$ cat config.mk
export PLATFORM = sky130hd
export DESIGN_NAME = semaforo_ctrl
export DESIGN_NICKNAME = d
export VERILOG_FILES = /design/src/rtl/semaforo_ctrl.sv
export SDC_FILE = /design/constraint.sdc
export NUM_CORES = 1
export LEC_CHECK = 0
export CAP_MARGIN = 0
export CORE_ASPECT_RATIO = 1.25
export CORE_MARGIN = 2
export CORE_UTILIZATION = 50
export DETAILED_ROUTE_END_ITERATION = 10
export MAX_ROUTING_LAYER = met4
export PLACE_DENSITY_LB_ADDON = 0.05
export SYNTH_ARGS = -nofsm -noshare
export SYNTH_HDL_FRONTEND = slang
export SYNTH_SLANG_ARGS = --single-unit
$ cat constraint.sdc
create_clock -name clk -period 2.4 [get_ports clk]
set_input_delay 0.48 -clock clk [delete_from_list [all_inputs] [get_ports clk]]
set_output_delay 0.48 -clock clk [all_outputs]
set_load 0.01 [all_outputs]
$ cat src/rtl/semaforo_ctrl.sv
// Two-way intersection light controller: timed Moore FSM paced by an internal tick
// prescaler, with a latched side-street request and a night flashing mode.
module semaforo_ctrl #(
   parameter int unsigned TICK_DIV     = 50000000,
   parameter int unsigned T_GREEN_MAIN = 10,
   parameter int unsigned T_GREEN_SIDE = 6,
   parameter int unsigned T_YELLOW     = 2,
   parameter int unsigned T_ALLRED     = 1
) (
   input  logic       clk,
   input  logic       reset,
   input  logic       side_req,
   input  logic       night,
   output logic [1:0] light_main,
   output logic [1:0] light_side,
   output logic       tick,
   output logic       req_pending
);

   localparam logic [1:0] LRed    = 2'b00;
   localparam logic [1:0] LYellow = 2'b01;
   localparam logic [1:0] LGreen  = 2'b10;
   localparam logic [1:0] LOff    = 2'b11;

   // Spare encodings 8..15 are never produced and fall back to StAllRedA.
   localparam logic [3:0] StAllRedA   = 4'd0;
   localparam logic [3:0] StMainGreen = 4'd1;
   localparam logic [3:0] StMainYel   = 4'd2;
   localparam logic [3:0] StAllRedB   = 4'd3;
   localparam logic [3:0] StSideGreen = 4'd4;
   localparam logic [3:0] StSideYel   = 4'd5;
   localparam logic [3:0] StFlashOn   = 4'd6;
   localparam logic [3:0] StFlashOff  = 4'd7;

   localparam int unsigned DivW = $clog2(TICK_DIV);
   localparam logic [DivW-1:0] DivLast = DivW'(TICK_DIV - 1);

   localparam int unsigned TMaxG  = (T_GREEN_MAIN > T_GREEN_SIDE) ? T_GREEN_MAIN : T_GREEN_SIDE;
   localparam int unsigned TMaxYR = (T_YELLOW > T_ALLRED) ? T_YELLOW : T_ALLRED;
   localparam int unsigned TMax   = (TMaxG > TMaxYR) ? TMaxG : TMaxYR;
   localparam int unsigned PhW    = (TMax > 1) ? $clog2(TMax) : 1;

   localparam logic [PhW-1:0] PhGreenMain = PhW'(T_GREEN_MAIN - 1);
   localparam logic [PhW-1:0] PhGreenSide = PhW'(T_GREEN_SIDE - 1);
   localparam logic [PhW-1:0] PhYellow    = PhW'(T_YELLOW - 1);
   localparam logic [PhW-1:0] PhAllRed    = PhW'(T_ALLRED - 1);

   logic [DivW-1:0] div_cnt_q, div_cnt_d;
   logic [PhW-1:0]  phase_cnt_q, phase_cnt_d;
   logic [3:0]      state_q, state_d;
   logic            req_q, req_d;
   logic [1:0]      main_q, main_d;
   logic [1:0]      side_q, side_d;
   logic            state_chg;
   logic            main_sat;
   logic            req_set, req_clr;

   assign tick        = (div_cnt_q == DivLast);
   assign light_main  = main_q;
   assign light_side  = side_q;
   assign req_pending = req_q;

   assign div_cnt_d = tick ? '0 : div_cnt_q + DivW'(1);

   always_comb begin
      state_d = state_q;
      case (state_q)
         StAllRedA: begin
            if (tick && phase_cnt_q == PhAllRed) state_d = night ? StFlashOn : StMainGreen;
         end
         StMainGreen: begin
            if (tick && phase_cnt_q == PhGreenMain && (req_q || night)) state_d = StMainYel;
         end
         StMainYel: begin
            if (tick && phase_cnt_q == PhYellow) state_d = StAllRedB;
         end
         StAllRedB: begin
            if (tick && phase_cnt_q == PhAllRed) state_d = night ? StFlashOn : StSideGreen;
         end
         StSideGreen: begin
            if (tick && phase_cnt_q == PhGreenSide) state_d = StSideYel;
         end
         StSideYel: begin
            if (tick && phase_cnt_q == PhYellow) state_d = StAllRedA;
         end
         StFlashOn: begin
            if (tick) state_d = night ? StFlashOff : StAllRedA;
         end
         StFlashOff: begin
            if (tick) state_d = night ? StFlashOn : StAllRedA;
         end
         default: state_d = StAllRedA;
      endcase
   end

   assign state_chg = (state_d != state_q);
   // Main green parks its counter at the minimum so it can hold indefinitely.
   assign main_sat  = (state_q == StMainGreen) && (phase_cnt_q == PhGreenMain);

   always_comb begin
      phase_cnt_d = phase_cnt_q;
      if (state_chg) begin
         phase_cnt_d = '0;
      end else if (tick && !main_sat) begin
         phase_cnt_d = phase_cnt_q + PhW'(1);
      end
   end

   assign req_set = side_req && (state_q != StSideGreen);
   assign req_clr = state_chg && (state_d == StSideGreen || state_d == StFlashOn);

   always_comb begin
      req_d = req_q;
      if (req_clr) begin
         req_d = 1'b0;
      end else if (req_set) begin
         req_d = 1'b1;
      end
   end

   // Lights are registered from the next state so they track state_q exactly.
   always_comb begin
      main_d = LRed;
      side_d = LRed;
      case (state_d)
         StMainGreen: main_d = LGreen;
         StMainYel:   main_d = LYellow;
         StSideGreen: side_d = LGreen;
         StSideYel:   side_d = LYellow;
         StFlashOn: begin
            main_d = LYellow;
            side_d = LYellow;
         end
         StFlashOff: begin
            main_d = LOff;
            side_d = LOff;
         end
         default: begin
            main_d = LRed;
            side_d = LRed;
         end
      endcase
   end

   always_ff @(posedge clk) begin
      if (reset) begin
         div_cnt_q   <= '0;
         phase_cnt_q <= '0;
         state_q     <= StAllRedA;
         req_q       <= 1'b0;
         main_q      <= LRed;
         side_q      <= LRed;
      end else begin
         div_cnt_q   <= div_cnt_d;
         phase_cnt_q <= phase_cnt_d;
         state_q     <= state_d;
         req_q       <= req_d;
         main_q      <= main_d;
         side_q      <= side_d;
      end
   end

   // Only the flashing pairs may show two non-red codes at once.
   a_no_conflict : assert property (@(posedge clk) disable iff (reset)
      !(light_main != LRed && light_side != LRed &&
        !(light_main == light_side && (light_main == LYellow || light_main == LOff))));

endmodule

* Yosys cells after proc, flatten, opt, wreduce, memory -nomap -nowiden *
Index checks and enable logic that the tools add are counted.

storage, ports and cells
  RAM bits = 0
  input port bits = 4
  register bits after elaboration = 39
  logic and storage cells = 61
  memories kept = 0
  memory bits (read-only) = 0
  bits in latches = 0
  output and inout port bits = 6

cells by class
  $add $sub $neg = 2
  divide/modulo/power cells = 0
  muxes and demuxes = 15
  magnitude comparators = 0
  bitwise gates (word level) = 0
  shifts and indexed selects = 0
  $mul = 0
  eq/ne operators = 19
  reduce and logical (&&, ||, !) cells = 19

operators by type and width
  kind                     count
  $eq A4 B3 Y1 const B     9
  $mux W4                  8
  $pmux W4 S8              1
  $add A26 B1 Y26 const B  1
  $eq A26 B26 Y1 const B   1
  $eq A4 B1 Y1 const B     3
  $eq A4 B2 Y1 const B     3
  $pmux W2 S3              2
  $reduce_or A2 Y1         5
  $logic_and A1 B1 Y1      9
  $mux W3                  3
  $logic_not A4 Y1         2
  $add A4 B1 Y4 const B    1
  $eq A4 B4 Y1 const B     1
  $ne A4 B3 Y1 const B     1
  $ne A4 B4 Y1             1
  $logic_or A1 B1 Y1       2
  $mux W2                  1
  $logic_not A1 Y1         1

* Depth between registers and ports, before layout *
  depth in word-level cells = 9
  depth in mapped cells = 8

* Least setup slack after synthesis *
Ideal clock, no wire load.

  kind = reg-to-reg
  start point = reg div_cnt_q[16]
  end point = reg side_q[1], in the netlist light_side[1]
  path slack = 0.081 ns
  arrival = 2.195 ns
  period minus slack after synthesis = 2.319 ns
  setup time = 0.123 ns
  data required time = 2.277 ns
  stages on the path, launching flop included = 7
  path through = dfxtp_1 or4_4 or4_4 a2111oi_4 a31oi_2 nor3_1 nor3b_2

between the ends
  word-level cells in the longest chain between the ends = 8
  elaborated cells on any way between the ends = 21

RTL lines
  what                               line  text
  start, declared                    48    logic [DivW-1:0] div_cnt_q, div_cnt_d;
  start signal, assigned             154   div_cnt_q <= div_cnt_d;
  $eq A26 B26 Y1 *                   58    assign tick = (div_cnt_q == DivLast);
  $logic_and A1 B1 Y1 (2 in series)  72    if (tick && phase_cnt_q == PhGreenMain && (req_q || night)) state_d = StMainYel;
  $mux W4                            72
  $pmux W4 S8 *                      67    case (state_q)
  $eq A4 B3 Y1                       125   case (state_d)
  $reduce_or A2 Y1 (no line)         -
  $pmux W2 S3 *                      125
  end signal, assigned               152   side_q <= LRed;
  end signal, assigned               159   side_q <= side_d;
  end, declared                      53    logic [1:0] side_q, side_d;

Every way passes the cells marked *; elsewhere a longest branch is shown, timed or not.
A chain may end at the register's enable or synchronous reset.

* Worst setup path in the final report *
  start point = reg div_cnt_q[8]
  end point = reg main_q[1], in the netlist light_main[1]

between the ends
  word-level cells in the longest chain between the ends = 8
  elaborated cells on any way between the ends = 21

RTL lines
  what                                                 line  text
  $eq A26 B26 Y1 *                                     58
  $logic_and A1 B1 Y1 (2 in series)                    72
  $mux W4                                              72
  $pmux W4 S8 *                                        67
  $eq A4 B3 Y1 / $eq A4 B2 Y1 (equally long branches)  125
  $reduce_or A2 Y1 (no line)                           -
  $pmux W2 S3 *                                        125
  end signal, assigned                                 151   main_q <= LRed;
  end signal, assigned                                 158   main_q <= main_d;
  end, declared                                        52    logic [1:0] main_q, main_d;

Marks and branches as above.

==> results.txt <==
----------------------------------------------------
[Outcome]
  Run status ... finished, violations left
  Failing checks ... setup timing

[Worst setup path]
  Reg-to-reg critical path startpoint ... div_cnt_q[8]
  Reg2reg path depth ... 7
  Top cell by count, worst path ... sky130_fd_sc_hd__a2111oi_4
  CP required ... 2.60 ns
  Arrival time at the worst endpoint ... approximately 2.7 ns
  Crit Path Class ... reg -> reg
  Slowest library cell on the worst path ... sky130_fd_sc_hd__or4_4
  Slack of the worst reg-to-reg path ... -0.11 ns
  Dominant delay contributor by cell family on the critical path ... simple AND/OR/NAND/NOR gates
  Launching instance or port of the critical path ... div_cnt_q[8]
  Critical Path Source Type ... flip-flop
  Worst path depth ... 7
  Number of buffers and inverters on the critical path ... 2
  Endpoint kind of the worst setup timing path ... flip-flop
  Worst-path cell chain ... or4b_4 -> or4_4 -> buf_6 -> a2111oi_4 -> a31oi_4 -> buf_4 -> a2111oi_4
  Last element of the critical path ... light_main[1]
  Crit path max fanout ... 3
  Critical register-to-register path endpoint ... light_main[1]
  CP max stage delay ... about 0.58 ns

[Timing]
  Slack of the critical path ... -0.108 ns
  Highest achievable clock rate ... 399 MHz
  Pins over their slew limit ... 0
  Total Neg Setup Slack ... -0.258 ns
  Clock Skew ... 0.00542 ns
  Total of endpoints with negative setup slack in the final report ... 3
  Hold violation count in the final report ... 0
  Time the final worst path needs with I/O delays and setup ... 2.51 ns
  RSZ-0062 raised after global routing ... true
  Portion of the clock cycle consumed by the worst path in the final layout ... 1.05

[CTS]
  H-Tree Depth ... 2
  Maximum count of clock buffers along a single path ... 2
  Total number of clock tree sinks ... 39
  Clk Tree Root Cell ... sky130_fd_sc_hd__clkbuf_8
  Clock network latency to the later pin of the worst-skew pair ... 0.29 ns
  Clock tree from TritonCTS ... built
  Number of buffers created by CTS ... 5
  Clock-pin slew on the worst setup and hold paths ... around 0.070 ns

[Final layout]
  Antenna diode count ... 0
  Post-Layout Inst Area ... between 0.002 and 0.003 mm^2
  Layout cell share with drive strength beyond 1 ... 0.285
  Signed area change from the synthesized netlist to the final layout ... 33.3%
  Final nets ... 302
  Utilization after layout ... 0.683

[Synthesis]
  Cell Area, Synth ... 0.00205 mm^2
  Primary flip-flop cell chosen by synthesis mapping ... sky130_fd_sc_hd__dfxtp_1
  Post-synthesis sequential area ratio ... 0.381
  Post-synthesis async set-or-reset flop share ... 0
  Post-synthesis cell type count ... 51
  Synthesis warning total ... 0
  Gate count after technology mapping ... 238
  Total of flip-flops plus latches after synthesis ... 39
  Avg Synthesized Cell Area ... ~8.6 um^2
  Number of enable-type register cells in the synthesized netlist ... 0
  Syn_nets ... 246

[Placement]
  Half-perimeter wire length after placement ... 3460 um
  Final Wtd Congestion ... ~0.9
  Placement-stage worst setup slack ... -0.288 ns
  Count of port buffers added during placement ... 9
  Area after detailed placement ... 0.00246 mm^2

[Floorplanning]
  Die W ... ~61 um
  Core Box Area ... 0.00400 mm^2
  Top-level port count ... 10
  Die outline area ... 0.00463 mm^2
  Height of the chip ... 75.6 um
  Starting density of the core ... 0.513
  # rows ... 26

[Detailed routing]
  Initial detailed-routing violation count ... 87
  Post-DR vias/cell ... approximately 5.3
  Vias post-DR ... between 1500 and 2000
  Detailed-route DRC error count ... 0
  Count of nets left with antenna violations after detail routing ... 0
  Wirelength, routed ... approximately 4700 um
  WL per Instance ... 13.5 um
  Number of search-and-repair iterations in the first detailed-routing pass ... 4

[GRT]
  Number of global-route vias before repair ... around 1700
  Initial antenna violation count ... 0
  Maximum number of pins on one net before global-route repair ... 14
  Wire length of the first global-routing pass ... about 7500 um
  Aggregate global-route resource usage ... 0.227
  GR Overflow Total ... 0

[Pwr]
  Leakage Power ... 0.00104 uW
  Power density of the placed cells ... between 400 and 500 mW/mm^2
  Maximum vdd ir drop ... 0.438 mV

[Run]
  Number of max-cap violations ... 0

[Hold path]
  Worst hold path class ... reg -> reg

----------------------------------------------------
## where the power goes
| group | internal, uW | leakage [uW] | total (uW) | switching, uW |
|---|---|---|---|---|
| sequential | 653 | 0.000317 | 661 | 8.17 |
| clock | 262 | 0.0000515 | 487 | 225 |
| combinational | 26.0 | 0.000667 | 55.0 | 29.0 |
## sequential cells by signal (all words and copies together), names as in the netlist
register and count:
phase_cnt_q 4, state_q 4, light_main 2, light_side 2, req_pending 1, div_cnt_q 26
## kinds of logic after synthesis
| logic type | Yosys count | share of synthesized area |
|---|---|---|
| buffers and inverters | 14 | 0.0293 |
| AO/OA/AOI/OAI | 31 | 0.125 |
| adder cells (fa/ha/maj) | 4 | 0.0244 |
| other | 1 | 0.00183 |
| XOR/XNOR | 25 | 0.107 |
| multiplexers | 2 | 0.00976 |
| flip-flops | 39 | 0.381 |
| AND/OR/NAND/NOR | 122 | 0.322 |
## worst register-to-register path: cells and delay by family (launching register included)
kind | cells | cell delay [ns]
compound gates | 3 | 0.68
buf+inv | 2 | 0.31
flops | 1 | 0.32
simple gates | 2 | 1.11
## repair_timing
action                     4_1_cts  5_1_grt
resized for setup               15       15
pin swaps                        6        4
setup endpoints to repair        7       12
hold buffers                     0        0
setup buffers                    4        5
## Yosys cell counts, types with 3 or more instances
cell	number	area (um^2)
sky130_fd_sc_hd__nor3_1	8	40.0
sky130_fd_sc_hd__ha_1	4	50.1
sky130_fd_sc_hd__a21oi_1	8	40.0
sky130_fd_sc_hd__and3_1	3	18.8
sky130_fd_sc_hd__nand4_1	7	43.8
sky130_fd_sc_hd__nand2b_1	3	18.8
sky130_fd_sc_hd__xnor2_1	8	70.1
sky130_fd_sc_hd__nor2_1	41	154
sky130_fd_sc_hd__or4b_1	3	30.0
sky130_fd_sc_hd__xor2_1	17	149
sky130_fd_sc_hd__a211oi_1	3	22.5
sky130_fd_sc_hd__clkbuf_1	4	15.0
sky130_fd_sc_hd__nand2_1	20	75.1
sky130_fd_sc_hd__o21ai_0	3	15.0
sky130_fd_sc_hd__nand3_1	12	60.1
sky130_fd_sc_hd__or3_1	3	18.8
sky130_fd_sc_hd__dfxtp_1	39	781
sky130_fd_sc_hd__inv_1	9	33.8
## per-layer routing
layer | vias to the layer above | track usage | wire length [um]
met5 | - | - | 0
met4 | 0 | 0.114 | 140
met3 | 9 | 0.0357 | 126
met2 | 25 | 0.384 | 2480
met1 | 872 | 0.256 | 1980
li1 | 951 | - | -
## placed cells by master, fill, tap and decap left out, types with 3 or more instances in the layout
master                             n
sky130_fd_sc_hd__buf_4            42
sky130_fd_sc_hd__clkdlybuf4s50_1   8
sky130_fd_sc_hd__ha_1              4
sky130_fd_sc_hd__nand3_1          11
sky130_fd_sc_hd__xor2_1           17
sky130_fd_sc_hd__and3_1            3
sky130_fd_sc_hd__nor2_1           39
sky130_fd_sc_hd__a21oi_1           8
sky130_fd_sc_hd__inv_1             9
sky130_fd_sc_hd__nand2_1          19
sky130_fd_sc_hd__clkbuf_8          7
sky130_fd_sc_hd__or3_1             3
sky130_fd_sc_hd__xnor2_1           8
sky130_fd_sc_hd__nand2b_1          3
sky130_fd_sc_hd__buf_6             4
sky130_fd_sc_hd__nor3_1            7
sky130_fd_sc_hd__nor2_4            3
sky130_fd_sc_hd__dfxtp_1          36
sky130_fd_sc_hd__dfxtp_2           3
sky130_fd_sc_hd__nand4_1           7
## layout make-up
| cell class | count | area, um^2 |
|---|---|---|
| fillers | 339 | 1270 |
| well taps | 56 | 70.1 |
| repair buffers | 54 | 440 |
| clock buffers | 8 | 100 |
| flip-flops and latches | 39 | 785 |
| multi-input cells | 185 | 1310 |
| inverters | 9 | 33.8 |
## stage by stage
step,hold WS [ns],instances,total power [uW]
after CTS,0.490,347,1210
after floorplan,0.442,238,703
after global placement,0.457,335,729
after global routing,0.542,351,1240
after detailed placement,0.473,335,728
final,0.487,351,1200
## worst min-delay path by stage
stage	from	to	depth (start not counted)
global placement	div_cnt_q[0]	div_cnt_q[0]	1
global route	div_cnt_q[0]	div_cnt_q[0]	1
CTS	div_cnt_q[0]	div_cnt_q[0]	1
detailed placement	div_cnt_q[0]	div_cnt_q[0]	1
finish	div_cnt_q[0]	div_cnt_q[0]	1
floorplan	div_cnt_q[0]	div_cnt_q[0]	1
No activity file was read; power rests on OpenSTA's default activity.
